## config.mk

```make
export PLATFORM = sky130hd
export DESIGN_NAME = acc_drain_flat
export DESIGN_NICKNAME = d
export VERILOG_FILES = /design/src/rtl/acc_drain_if.sv /design/src/rtl/acc_drain.sv /design/src/flat_wrapper.sv
export SDC_FILE = /design/constraint.sdc
export NUM_CORES = 1
export LEC_CHECK = 0
export ABC_AREA = 1
export BUFFER_PORTS_ARGS = -buffer_cell sky130_fd_sc_hd__buf_2
export CAP_MARGIN = 20
export CORE_MARGIN = 2
export CORE_UTILIZATION = 54
export CTS_CLUSTER_DIAMETER = 50
export DETAILED_ROUTE_END_ITERATION = 6
export PLACE_DENSITY_LB_ADDON = 0.08
export SLEW_MARGIN = 20
export SYNTH_ARGS = -nofsm -noshare
export SYNTH_HDL_FRONTEND = slang
export SYNTH_SLANG_ARGS = --single-unit
```

## constraint.sdc

```tcl
create_clock -name clk -period 2.37 [get_ports clk]
set_input_delay 0.237 -clock clk [delete_from_list [all_inputs] [get_ports clk]]
set_output_delay 0.237 -clock clk [all_outputs]
set_load 0.02 [all_outputs]
```

## src/rtl/acc_drain_if.sv

```systemverilog
// Capture/drain bundle between the upstream accumulator array, acc_drain and
// the downstream byte sink.
interface acc_drain_if #(
  parameter int SIZE = 6
);
  logic [8*SIZE-1:0] acc_in;
  logic              capture;
  logic              capture_ready;
  logic              acc_clear;
  logic [7:0]        m_data;
  logic              m_valid;
  logic              m_ready;
  logic              m_last;
  logic              busy;

  modport slave (
    input  acc_in, capture, m_ready,
    output capture_ready, acc_clear, m_data, m_valid, m_last, busy
  );

  modport master (
    output acc_in, capture, m_ready,
    input  capture_ready, acc_clear, m_data, m_valid, m_last, busy
  );
endinterface

```

## src/rtl/acc_drain.sv

```systemverilog
// Snapshots a SIZE-lane accumulator vector and serialises it one byte per
// handshake, optionally clamping negative lanes to zero.
module acc_drain #(
  parameter int SIZE = 6,
  parameter int RELU = 0
) (
  input  logic        clk,
  input  logic        reset,
  acc_drain_if.slave  bus
);
  localparam int            IW       = (SIZE > 1) ? $clog2(SIZE) : 1;
  localparam logic [IW-1:0] LAST_IDX = IW'(SIZE - 1);

  typedef enum logic [0:0] {
    IDLE = 1'b0,
    SEND = 1'b1
  } state_t;

  state_t        state_r;
  state_t        state_nxt_s;
  logic [IW-1:0] idx_r;
  logic [IW-1:0] idx_nxt_s;
  logic [7:0]    lanes_r [SIZE];
  logic          accept_s;
  logic [7:0]    lane_sel_s;
  logic [7:0]    data_nxt_s;
  logic          last_nxt_s;

  logic          capture_ready_r;
  logic          acc_clear_r;
  logic          m_valid_r;
  logic          m_last_r;
  logic          busy_r;
  logic [7:0]    m_data_r;

  function automatic logic [7:0] relu_f(input logic [7:0] v);
    logic [7:0] r;
    if ((RELU != 0) && v[7]) begin
      r = 8'h00;
    end else begin
      r = v;
    end
    return r;
  endfunction

  // FSM state and lane index register
  always_ff @(posedge clk) begin
    if (!reset) begin
      state_r <= IDLE;
      idx_r   <= {IW{1'b0}};
    end else begin
      state_r <= state_nxt_s;
      idx_r   <= idx_nxt_s;
    end
  end

  // Next-state, capture acceptance and index advance
  always_comb begin
    state_nxt_s = state_r;
    idx_nxt_s   = idx_r;
    accept_s    = 1'b0;
    case (state_r)
      IDLE: begin
        if (bus.capture) begin
          accept_s    = 1'b1;
          state_nxt_s = SEND;
          idx_nxt_s   = {IW{1'b0}};
        end else begin
          state_nxt_s = IDLE;
        end
      end
      SEND: begin
        if (bus.m_ready) begin
          if (idx_r == LAST_IDX) begin
            state_nxt_s = IDLE;
            idx_nxt_s   = {IW{1'b0}};
          end else begin
            idx_nxt_s = idx_r + IW'(1);
          end
        end else begin
          idx_nxt_s = idx_r;
        end
      end
      default: begin
        state_nxt_s = IDLE;
        idx_nxt_s   = {IW{1'b0}};
      end
    endcase
  end

  // Value presented next cycle; on a fresh capture lane 0 comes straight from acc_in
  always_comb begin
    if (accept_s) begin
      lane_sel_s = bus.acc_in[7:0];
    end else begin
      lane_sel_s = lanes_r[idx_nxt_s];
    end
    if (state_nxt_s == SEND) begin
      data_nxt_s = relu_f(lane_sel_s);
      last_nxt_s = (idx_nxt_s == LAST_IDX);
    end else begin
      data_nxt_s = 8'h00;
      last_nxt_s = 1'b0;
    end
  end

  // Snapshot storage, written only on an accepted capture
  always_ff @(posedge clk) begin
    if (!reset) begin
      for (int i = 0; i < SIZE; i++) begin
        lanes_r[i] <= 8'h00;
      end
    end else if (accept_s) begin
      for (int i = 0; i < SIZE; i++) begin
        lanes_r[i] <= bus.acc_in[8*i +: 8];
      end
    end
  end

  // Registered outputs derived from the next state, index and stored lanes
  always_ff @(posedge clk) begin
    if (!reset) begin
      capture_ready_r <= 1'b1;
      acc_clear_r     <= 1'b0;
      m_valid_r       <= 1'b0;
      m_last_r        <= 1'b0;
      busy_r          <= 1'b0;
      m_data_r        <= 8'h00;
    end else begin
      capture_ready_r <= (state_nxt_s == IDLE);
      acc_clear_r     <= accept_s;
      m_valid_r       <= (state_nxt_s == SEND);
      m_last_r        <= last_nxt_s;
      busy_r          <= (state_nxt_s == SEND);
      m_data_r        <= data_nxt_s;
    end
  end

  assign bus.capture_ready = capture_ready_r;
  assign bus.acc_clear     = acc_clear_r;
  assign bus.m_valid       = m_valid_r;
  assign bus.m_last        = m_last_r;
  assign bus.busy          = busy_r;
  assign bus.m_data        = m_data_r;

endmodule

```

## src/flat_wrapper.sv

```systemverilog
// flat-port wrapper written by rule: the top's interface ports become plain ports
module acc_drain_flat 
#(
  parameter int SIZE = 6,
  parameter int RELU = 0
)
  (clk, reset, bus_acc_in, bus_capture, bus_m_ready, bus_capture_ready, bus_acc_clear, bus_m_data, bus_m_valid, bus_m_last, bus_busy);
  acc_drain_if #(.SIZE(SIZE)) bus_i ();
  input  logic clk;
  input  logic reset;
  input wire logic [$bits(bus_i.acc_in)-1:0] bus_acc_in;
  input wire logic [$bits(bus_i.capture)-1:0] bus_capture;
  input wire logic [$bits(bus_i.m_ready)-1:0] bus_m_ready;
  output wire logic [$bits(bus_i.capture_ready)-1:0] bus_capture_ready;
  output wire logic [$bits(bus_i.acc_clear)-1:0] bus_acc_clear;
  output wire logic [$bits(bus_i.m_data)-1:0] bus_m_data;
  output wire logic [$bits(bus_i.m_valid)-1:0] bus_m_valid;
  output wire logic [$bits(bus_i.m_last)-1:0] bus_m_last;
  output wire logic [$bits(bus_i.busy)-1:0] bus_busy;
  assign bus_i.acc_in = bus_acc_in;
  assign bus_i.capture = bus_capture;
  assign bus_i.m_ready = bus_m_ready;
  assign bus_capture_ready = bus_i.capture_ready;
  assign bus_acc_clear = bus_i.acc_clear;
  assign bus_m_data = bus_i.m_data;
  assign bus_m_valid = bus_i.m_valid;
  assign bus_m_last = bus_i.m_last;
  assign bus_busy = bus_i.busy;
  acc_drain #(.SIZE(SIZE), .RELU(RELU)) u_core (.clk(clk), .reset(reset), .bus(bus_i));
endmodule
```

# Yosys cells after proc, flatten, opt, wreduce, memory -nomap -nowiden

Memories as Yosys holds them, arrays and structs flattened. A register that Yosys moved wholly into a read port is not among the register bits.
Index checks and enable logic that the tools add are counted.
W data, S select, Z words.

Add/sub/neg operators: 1
Equal/unequal tests: 2
Mux-type cells: 19
Bitwise gates (word level): 8
Reductions and logical operators: 2

Operator list:

| cell                  | count |
|---|---|
| $mux W8               | 6 |
| $mux W3               | 3 |
| $mux W1               | 8 |
| $eq A3 B3 Y1 const B  | 2 |
| $or A1 B1 Y1          | 6 |
| $pmux W3 S2           | 1 |
| $add A3 B1 Y3 const B | 1 |
| $not A1 Y1            | 2 |
| $pmux W1 S2           | 1 |
| $reduce_and A2 Y1     | 1 |
| $logic_not A1 Y1      | 1 |

Register bits: 7
Memory bits (writable): 48
Output and inout bits: 13
Word-level logic and storage cells: 38
Memories kept: 1

Memory list:

| name           | words | bits a word | rd ports | clocked after memory_dff | wr ports | RTL line        | RTL |
|---|---|---|---|---|---|---|---|
| u_core.lanes_r | 6     | 8           | 1        | 1                        | 6        | acc_drain.sv:23 | `logic [7:0] lanes_r [SIZE];` |

# Logic depth before layout (Yosys ltp)

Gate-level depths: netlist (run 1).

Word-level depth: 6
Depth in mapped cells: 13
Mapped depth without buffers: 13

# Least setup slack after synthesis (run 1)

OpenSTA, ideal clock, no wires.

Path kind: register to register
From: register, netlist name u_core.bus.m_valid
To: register u_core.m_data_r[0] (netlist: u_core.bus.m_data[0]), read port of u_core.lanes_r
Library setup time: 0.122 ns
Arrival time: 2.124 ns
Slack: 0.124 ns
Cell stages (with the launch flop): 7
Period minus slack after synthesis: 2.246 ns
Cells stage by stage: dfxtp_1 > nor2_1 > inv_1 > nand2_1 > nand4_1 > nand2_1 > nor2_1

RTL lines:

| item          | RTL line        | RTL |
|---|---|---|
| end, declared | acc_drain.sv:34 | `logic [7:0] m_data_r;` |

==> flow_metrics.py, run 1 <==
metrics = {
    "status": {
        "status": "finished clean",
    },
    "power_and_ir_drop": {
        "vdd_drop_max_mv": 0.4514,
        "finalPower_mw": 2.536,
        "cellLeakagePower_nw": 1.817,
        "powerDensity_nw_per_um2": 722.7,
    },
    "synthesis": {
        "synth.area.mux_share_pct": 0,
        "ys_warn_count": 0,
        "synth_seq_cells": 63,
        "synth_top_area_cell": "edfxtp_1",
        "ys_types": 22,
        "netlist_area_um2": 2930,
        "synth_compound_area_share_pct": 3.416,
        "synth_cells": 338,
        "synthTopCellsByArea": "edfxtp_1 (49%), nand2_1 (14%), dfxtp_1 (10%), inv_1 (7.0%), nor2_1 (6.1%)",
        "ys_seq_area_share_pct": 59.44,
        "yosys.area_share.simple_pct": 26.26,
        "synth_top_family_by_area": "simple AND/OR/NAND/NOR gates",
        "syn_nets": 390,
        "yosys.area_share.adder_pct": 0,
        "synth_top_area_share_pct": 49.19,
        "syn_avg_cell_area_um2": 8.670,
        "synthXorXnorAreaFrac_pct": 0,
    },
    "cells_and_area": {
        "stdcell_area_um2": 3510,
        "fin_cells": 481,
        "finish.utilization_pct": 67.85,
        "syn2layout_area_growth_pct": 19.77,
        "antenna_cells": 0,
        "final_nets": 458,
        "register_area_um2": 1742,
        "fill_cells": 455,
        "multi_input_area_um2": 872.1,
        "drive_gt1_share_pct": 25.06,
    },
    "floorplan": {
        "rows": 26,
        "fp.dieW_um": 77.67,
        "die_area_um2": 6032,
        "die_height_um": 77.67,
        "core_area_um2": 5172,
        "initial_core_util_pct": 56.65,
        "io_pins": 65,
    },
    "detailed_routing": {
        "viasPerCell": 4.611,
        "drc": 0,
        "vias": 2218,
        "antenna_left": 0,
        "drtIter0Drc": 115,
        "drt_first_pass_iters": 4,
        "totalWireLength_um": 5653,
        "wl_per_cell_um": 11.75,
    },
    "setup_path": {
        "worstSetupPathType": "register to register",
        "end_kind": "register",
        "cp.required_ns": 2.64,
        "startpoint_type": "register",
        "cp_common_cell": "nand2_1",
        "cp_slowest_cell": "dfxtp_1",
        "cpPeakStageDelay_ns": 0.51,
        "crit_fanout": 22,
        "reg2reg_from": "u_core.bus.m_valid",
        "reg2reg_to": "u_core.bus.m_data[3]",
        "r2r.worst_path.cells": 10,
        "crit_buf_inv": 1,
        "critPathArrivalTime_ns": 2.16,
        "crit_family": "simple AND/OR/NAND/NOR gates",
        "cp_cell_sequence": "nor2_1 > nand2_2 > nand2_4 > inv_2 > nand2_1 > nand2_1 > nand2_1 > nand3_1 > nand2_1 > a21oi_2",
        "ff2ff_setup_slack_ns": 0.48,
    },
    "flow_run": {
        "maxCapViolCount": 0,
    },
    "placed_design": {
        "place_ws_ns": 0.5012,
        "globalplace.congestion": 0.7966,
        "postPlaceCellArea_um2": 3318,
        "port_buffers": 64,
        "place_inst": 465,
        "hpwlAfterDp_um": 4029,
    },
    "grt": {
        "grt_pass1_wl_um": 9673,
        "grt_pass1_vias": 2128,
        "grt_usage_pct": 20.86,
        "grt_max_degree": 38,
        "grt_antenna_before_repair": 0,
        "grt_overflow_total": 0,
    },
    "cts": {
        "cts_resized": 0,
        "cts_root_buf": "clkbuf_8",
        "clk_latency_ns": 0.33,
        "cts.sinks": 63,
        "cts_buffers": 9,
        "cts_buffer_depth": 2,
        "tritoncts": "built",
        "ctsHoldBuffers": 0,
        "postCtsSetupRepairBufs": 0,
        "path_clk_slew_ns": 0.07,
        "htree_levels": 3,
    },
    "timing": {
        "relSlewSlack_pct": 69.13,
        "final.setup_skew_ns": 0.007052,
        "fin_tns_setup_ns": 0,
        "worst_slew_pin_slew_ns": 0.4602,
        "fin_ws_ns": 0.4762,
        "finalHoldViolations": 0,
        "max_freq_ghz": 0.5280,
        "period_share_pct": 79.91,
        "period_minus_slack_ns": 1.894,
        "finalMaxSlewViolations": 0,
        "rsz0062_at_grt": "no",
        "hold_slack_ns": 0.1845,
        "setup_viol": 0,
    },
    "hold_path": {
        "hold_start": "bus_acc_in[7]",
        "hold_class": "input port to register",
        "hold_path_depth": 3,
        "whs_endpoint": "u_core.bus.m_data[7]",
    },
}
==> cells by family after synthesis <==
logic type | after synthesis
compound gates | 14
flops | 63
simple gates | 186
buf+inv | 75
==> worst register-to-register path, delay by kind of cell (launching register included) <==
family,cells,cell delay [ns]
AND/OR/NAND/NOR,8,0.90
buffers and inverters,1,0.32
AO/OA/AOI/OAI,1,0.11
flip-flops,1,0.51
==> flip-flops by register name, summed over array words and instances (netlist names) <==
register	count
u_core.bus.acc_clear	1
u_core.bus.m_last	1
u_core.lanes_r	48
u_core.bus.m_valid	1
u_core.idx_r	3
u_core.bus.capture_ready	1
u_core.bus.m_data	8
==> layout by cell type, fill, tap and decap left out <==
cell          n
inv_1        55
clkinv_1      2
nor2_1       48
a21oi_2       6
clkinv_2      2
nand2_4       2
clkbuf_1      3
clkinvlp_4    1
o21ai_1       2
clkbuf_8     10
nor4_1        1
a31oi_1       6
nor2_2        1
buf_12        2
nand3_2       2
nand2_1     105
nand4_1       2
nand3_1      21
buf_4         2
nand2_2       4
inv_2         6
bufinv_16     1
edfxtp_1     48
dfxtp_1      15
buf_2        64
==> worst max-delay path by stage <==
stage	start	endpoint	slack, ns	depth (start not counted)
final	u_core.bus.m_valid	u_core.bus.m_data[3]	0.48	10
after floorplan	u_core.bus.m_valid	u_core.bus.m_data[0]	0.12	6
after CTS	u_core.bus.m_valid	u_core.bus.m_data[2]	0.49	10
after global routing	u_core.bus.m_valid	u_core.bus.m_data[3]	0.26	10
after global placement	u_core.bus.m_valid	u_core.bus.m_data[3]	0.56	10
after detailed placement	u_core.bus.m_valid	u_core.bus.m_data[2]	0.50	10
==> area by class of cell <==
cell class	count	share of cell area [%]
Sequential cell	63	49.63
Multi-Input combinational cell	200	24.85
Timing Repair Buffer	68	10.70
Inverter	64	6.881
Clock buffer	13	4.242
Tap cell	70	2.496
Clock inverter	3	1.212
==> Yosys cell counts, drive strengths merged <==
| master | instances |
|---|---|
| clkbuf | 4 |
| a21oi | 6 |
| clkinv | 3 |
| edfxtp | 48 |
| nand2 | 111 |
| nor4 | 1 |
| o21ai | 2 |
| nand4 | 2 |
| buf | 7 |
| dfxtp | 15 |
| inv | 61 |
| nor2 | 49 |
| a31oi | 6 |
| nand3 | 23 |
==> report_power, final <==
part | leakage [nW] | total, mW | switching [mW] | internal (mW)
clock network | 0.0936 | 0.889 | 0.375 | 0.514
registers | 0.640 | 1.31 | 0.0309 | 1.28
logic | 1.08 | 0.335 | 0.215 | 0.120
total | 1.82 | 2.54 | 0.621 | 1.92
==> routing by layer <==
metal  wire, µm  vias up  GRT usage [%]
met5          0        -              0
met4         59        0          6.429
met3        370        6          5.930
met2       2531       67          31.98
met1       2692      960          28.87
li1           -     1185              -
Note: power is estimated with default switching activity, not from simulation.
==> inputs of run 2 (changes only) <==
Clock period 2.37 ns to 1.88 ns, I/O delays scaled along.
==> flow_metrics.py, run 2 (synthesis results as in run 1) <==
metrics = {
    "detailed_routing": {
        "drc": 0,
        "viasPerCell": 4.764,
        "antenna_left": 0,
        "totalWireLength_um": 5913,
        "drt_first_pass_iters": 4,
        "wl_per_cell_um": 12.24,
        "drtIter0Drc": 147,
        "vias": 2301,
    },
    "placed_design": {
        "place_ws_ns": 0.1728,
        "hpwlAfterDp_um": 4129,
        "globalplace.congestion": 0.8355,
        "postPlaceCellArea_um2": 3328,
        "port_buffers": 64,
    },
    "cells_and_area": {
        "antenna_cells": 0,
        "drive_gt1_share_pct": 25.91,
        "syn2layout_area_growth_pct": 19.73,
        "largest_register_ffs": 48,
        "final_common_cell": "nand2_1",
        "stdcell_area_um2": 3508,
        "fill_cells": 453,
        "most-common-layout-cells": "nand2_1 (105), buf_2 (64), inv_1 (55)",
        "final_nets": 461,
        "largest_register": "u_core.lanes_r",
    },
    "setup_path": {
        "critPathArrivalTime_ns": 1.95,
        "cpPeakStageDelay_ns": 0.39,
        "crit_family": "simple AND/OR/NAND/NOR gates",
        "startpoint_type": "register",
        "cp.required_ns": 2.16,
        "worstSetupPathType": "register to register",
        "cp_slowest_cell": "dfxtp_1",
        "crit_buf_inv": 2,
        "cp_cell_sequence": "buf_4 > nand3_2 > nand2_4 > buf_4 > nand2_1 > a31oi_1 > nand2_1 > a21oi_2",
        "end_kind": "register",
        "crit_fanout": 12,
    },
    "floorplan": {
        "die_area_um2": 6032,
        "io_pins": 65,
        "die_height_um": 77.67,
        "initial_core_util_pct": 56.65,
        "rows": 26,
        "fp.dieW_um": 77.67,
        "core_area_um2": 5172,
    },
    "grt": {
        "grt_pass1_vias": 2169,
        "grt_usage_pct": 21.90,
        "grt_pass1_wl_um": 9977,
        "grt_max_degree": 50,
        "grt_antenna_before_repair": 0,
        "grt_overflow_total": 0,
    },
    "power_and_ir_drop": {
        "power_switching_mw": 0.8094,
        "cellLeakagePower_nw": 1.827,
        "seq_power_share_pct": 52.3,
        "combPwrFrac_pct": 13.7,
        "intPower_mw": 2.361,
        "clkPwrFrac_pct": 34.1,
        "powerDensity_nw_per_um2": 903.5,
        "vdd_drop_max_mv": 0.4976,
        "netSwitchingFraction_pct": 25.53,
    },
    "timing": {
        "max_freq_ghz": 0.5982,
        "worst_slew_pin_slew_ns": 0.2863,
        "fin_ws_ns": 0.2083,
        "fin_tns_setup_ns": 0,
        "final.setup_skew_ns": 0.003290,
        "relSlewSlack_pct": 80.78,
        "period_minus_slack_ns": 1.672,
        "finalMaxSlewViolations": 0,
        "finalHoldViolations": 0,
        "setup_viol": 0,
        "period_share_pct": 88.92,
        "rsz0062_at_grt": "no",
    },
    "status": {
        "status": "finished clean",
    },
    "cts": {
        "cts_buffer_depth": 2,
        "htree_levels": 3,
        "clk_latency_ns": 0.34,
        "tritoncts": "built",
        "cts_resized": 0,
        "cts_root_buf": "clkbuf_8",
        "cts.sinks": 63,
        "ctsHoldBuffers": 0,
        "postCtsSetupRepairBufs": 0,
        "cts_buffers": 9,
        "path_clk_slew_ns": 0.06,
    },
    "flow_run": {
        "maxCapViolCount": 0,
    },
    "hold_path": {
        "hold_class": "input port to register",
    },
}
run 2: cell count changes in the layout (fill, tap and decap cells not counted), moves of 2 or more:
cell      change
buf_4         +4
clkbuf_1      -3
clkinv_1      +2
clkinv_2      +2
run 2: worst paths after layout:
kind | endpoint | start | slack, ns | cells after the start
worst max register to register | u_core.bus.m_data[5] | u_core.bus.m_valid | 0.21 | 8
worst min register to register | u_core.bus.m_data[4] | u_core.lanes_r[4][4] | 0.67 | 4
worst max-delay path | u_core.bus.m_data[5] | u_core.bus.m_valid | 0.21 | 8
worst min-delay path | u_core.bus.m_data[7] | bus_acc_in[7] | 0.14 | 3
run 2: area by class of cell:
class	count	area, µm²	share of cell area [%]
Multi-Input combinational cell	200	872.1	24.86
Timing Repair Buffer	71	385.4	10.98
Clock buffer	9	123.9	3.531
Tap cell	70	87.58	2.496
Clock inverter	6	52.55	1.498
Inverter	64	244.0	6.954
Sequential cell	63	1743	49.68
run 2: worst reg2reg max path: cells and delay by family, from the launching register on:
family / cells / cell delay [ns]
buf+inv: 2 / 0.37
compound gates: 2 / 0.30
flops: 1 / 0.39
simple gates: 4 / 0.54
run 2: power groups by stage:
stage	Combinational, mW	Clock [mW]	Sequential [mW]
2_1_floorplan	0.270	0	1.70
3_3_place_gp	0.425	0	1.69
3_5_place_dp	0.434	0	1.68
4_1_cts	0.437	1.10	1.66
5_1_grt	0.492	1.16	1.67
6_report	0.433	1.08	1.66
run 2: stage by stage:
stage / hold WS, ns / utilization [%] / cells / power (mW)
2_1_floorplan: 0.3609 / - / 338 / 1.970
3_3_place_gp: 0.4725 / 64.34 / 468 / 2.111
3_5_place_dp: 0.4876 / 64.34 / 468 / 2.119
4_1_cts: 0.1259 / 67.76 / 483 / 3.192
5_1_grt: 0.1349 / 67.83 / 483 / 3.317
6_report: 0.1357 / 67.83 / 483 / 3.170
run 2: layer usage:
layer	share of wire (%)	GRT usage, %	up-vias
li1	-	-	1183
met5	0	0	-
met4	2.8	12.50	0
met1	44	29.97	1012
met3	7.5	5.581	17
met2	46	31.64	89
==> inputs of run 3 (changes only) <==
Settings changed: CTS_CLUSTER_DIAMETER 50 to 100.
Clock period 1.88 ns to 1.8 ns, I/O delays scaled along.
==> flow_metrics.py, run 3 (synthesis results as in run 1) <==
metrics = {
    "cts": {
        "cts_root_buf": "clkbuf_8",
        "clk_latency_ns": 0.33,
        "cts.sinks": 63,
        "tritoncts": "built",
        "path_clk_slew_ns": 0.07,
        "htree_levels": 3,
        "cts_buffers": 9,
        "ctsHoldBuffers": 0,
        "cts_buffer_depth": 2,
    },
    "timing": {
        "period_minus_slack_ns": 1.579,
        "period_share_pct": 87.73,
        "finalMaxSlewViolations": 0,
        "setup_viol": 0,
        "final.setup_skew_ns": 0.006300,
        "rsz0062_at_grt": "no",
        "finalHoldViolations": 0,
        "relSlewSlack_pct": 76.88,
        "fin_ws_ns": 0.2210,
        "max_freq_ghz": 0.6333,
        "fin_tns_setup_ns": 0,
        "worst_slew_pin_slew_ns": 0.3469,
    },
    "placed_design": {
        "globalplace.congestion": 0.8806,
        "port_buffers": 64,
        "hpwlAfterDp_um": 4011,
        "place_ws_ns": 0.08999,
        "place_inst": 466,
    },
    "setup_path": {
        "end_kind": "register",
        "crit_fanout": 10,
        "reg2reg_to": "u_core.bus.m_data[3]",
        "cp.required_ns": 2.07,
        "reg2reg_from": "u_core.idx_r[0]",
        "r2r.worst_path.cells": 9,
        "startpoint_type": "register",
        "critPathArrivalTime_ns": 1.85,
        "worstSetupPathType": "register to register",
        "ff2ff_setup_slack_ns": 0.22,
        "crit_start": "u_core.idx_r[0]",
    },
    "detailed_routing": {
        "drc": 0,
        "drtIter0Drc": 132,
        "totalWireLength_um": 5644,
        "drt_first_pass_iters": 5,
        "vias": 2222,
        "viasPerCell": 4.591,
        "antenna_left": 0,
        "wl_per_cell_um": 11.66,
    },
    "floorplan": {
        "io_pins": 65,
        "rows": 26,
        "die_area_um2": 6032,
        "core_area_um2": 5172,
        "fp.dieW_um": 77.67,
        "initial_core_util_pct": 56.65,
        "die_height_um": 77.67,
    },
    "cells_and_area": {
        "final_common_cell": "nand2_1",
        "drive_gt1_share_pct": 26.57,
        "antenna_cells": 0,
        "final_nets": 461,
        "most-common-layout-cells": "nand2_1 (105), buf_2 (64), inv_1 (55)",
        "largest_register": "u_core.lanes_r",
        "syn2layout_area_growth_pct": 20.28,
        "fin_cells": 484,
        "fill_cells": 435,
        "largest_register_ffs": 48,
    },
    "hold_path": {
        "hold_class": "input port to register",
        "whs_endpoint": "u_core.bus.m_data[7]",
        "hold_path_depth": 3,
        "hold_start": "bus_acc_in[7]",
    },
    "grt": {
        "grt_max_degree": 50,
        "grt_pass1_vias": 2005,
        "grt_pass1_wl_um": 9294,
        "grt_antenna_before_repair": 0,
        "grt_usage_pct": 19.96,
        "grt_overflow_total": 0,
    },
    "flow_run": {
        "maxCapViolCount": 0,
    },
    "power_and_ir_drop": {
        "cellLeakagePower_nw": 1.820,
        "powerDensity_nw_per_um2": 946.2,
        "vdd_drop_max_mv": 0.5438,
    },
    "status": {
        "status": "finished clean",
    },
}
-- run 3: final cells by class --
cell class                 count  area, µm²  share of cell area [%]
clock inverter                 6      61.31                   1.739
tap                           70      87.58                   2.485
multi-input combinational    200      874.6                   24.81
clock buffer                  10      127.6                   3.621
timing repair buffer          71      385.4                   10.93
inverter                      64      244.0                   6.922
sequential                    63       1744                   49.49
-- run 3: per-layer routing --
layer	global-route usage, %	routed length (µm)	vias up
li1	-	-	1193
met1	29.60	2826	951
met2	28.53	2421	71
met3	3.953	329	7
met4	8.571	68	0
met5	0	0	-
-- run 3: power by group --
part | leakage, nW | total, mW | internal, mW | switching [mW]
clock network | 0.0859 | 1.16 | 0.632 | 0.525
logic | 1.09 | 0.444 | 0.165 | 0.279
registers | 0.640 | 1.73 | 1.69 | 0.0452
total | 1.82 | 3.34 | 2.49 | 0.850
-- run 3: through the flow --
step           utilization, %  hold slack, ns  total power, mW  instance area, µm²
2_1_floorplan               -          0.3529            2.058                2933
3_3_place_gp            64.05          0.4747            2.195                3313
3_5_place_dp            64.05          0.4774            2.201                3313
4_1_cts                 67.71          0.1261            3.351                3502
5_1_grt                 68.14          0.1396            3.501                3525
6_report                68.14          0.1342            3.335                3525
-- run 3: worst max path at each step --
stage	to	slack, ns	cells past startpoint
4_1_cts	u_core.bus.m_data[1]	0.07	10
3_5_place_dp	u_core.bus.m_data[1]	0.09	10
6_report	u_core.bus.m_data[3]	0.22	9
5_1_grt	u_core.bus.m_data[5]	0.03	9
2_1_floorplan	u_core.bus.m_data[0]	0.04	6
3_3_place_gp	u_core.bus.m_data[1]	0.11	10
-- run 3: what timing repair did --
item,4_1_cts,5_1_grt
endpoints found under the setup margin,0,7
setup buffers,0,2
gates resized for setup,0,5
-- run 3: critical path, cell delays in order (launching register included) --
cell and delay [ns]:
dfxtp_2 0.39, inv_2 0.06, nand2_1 0.07, nand3_2 0.17, nand2_4 0.19, buf_4 0.18, nand2_1 0.06, a31oi_1 0.21
nand2_1 0.09, a21oi_2 0.10
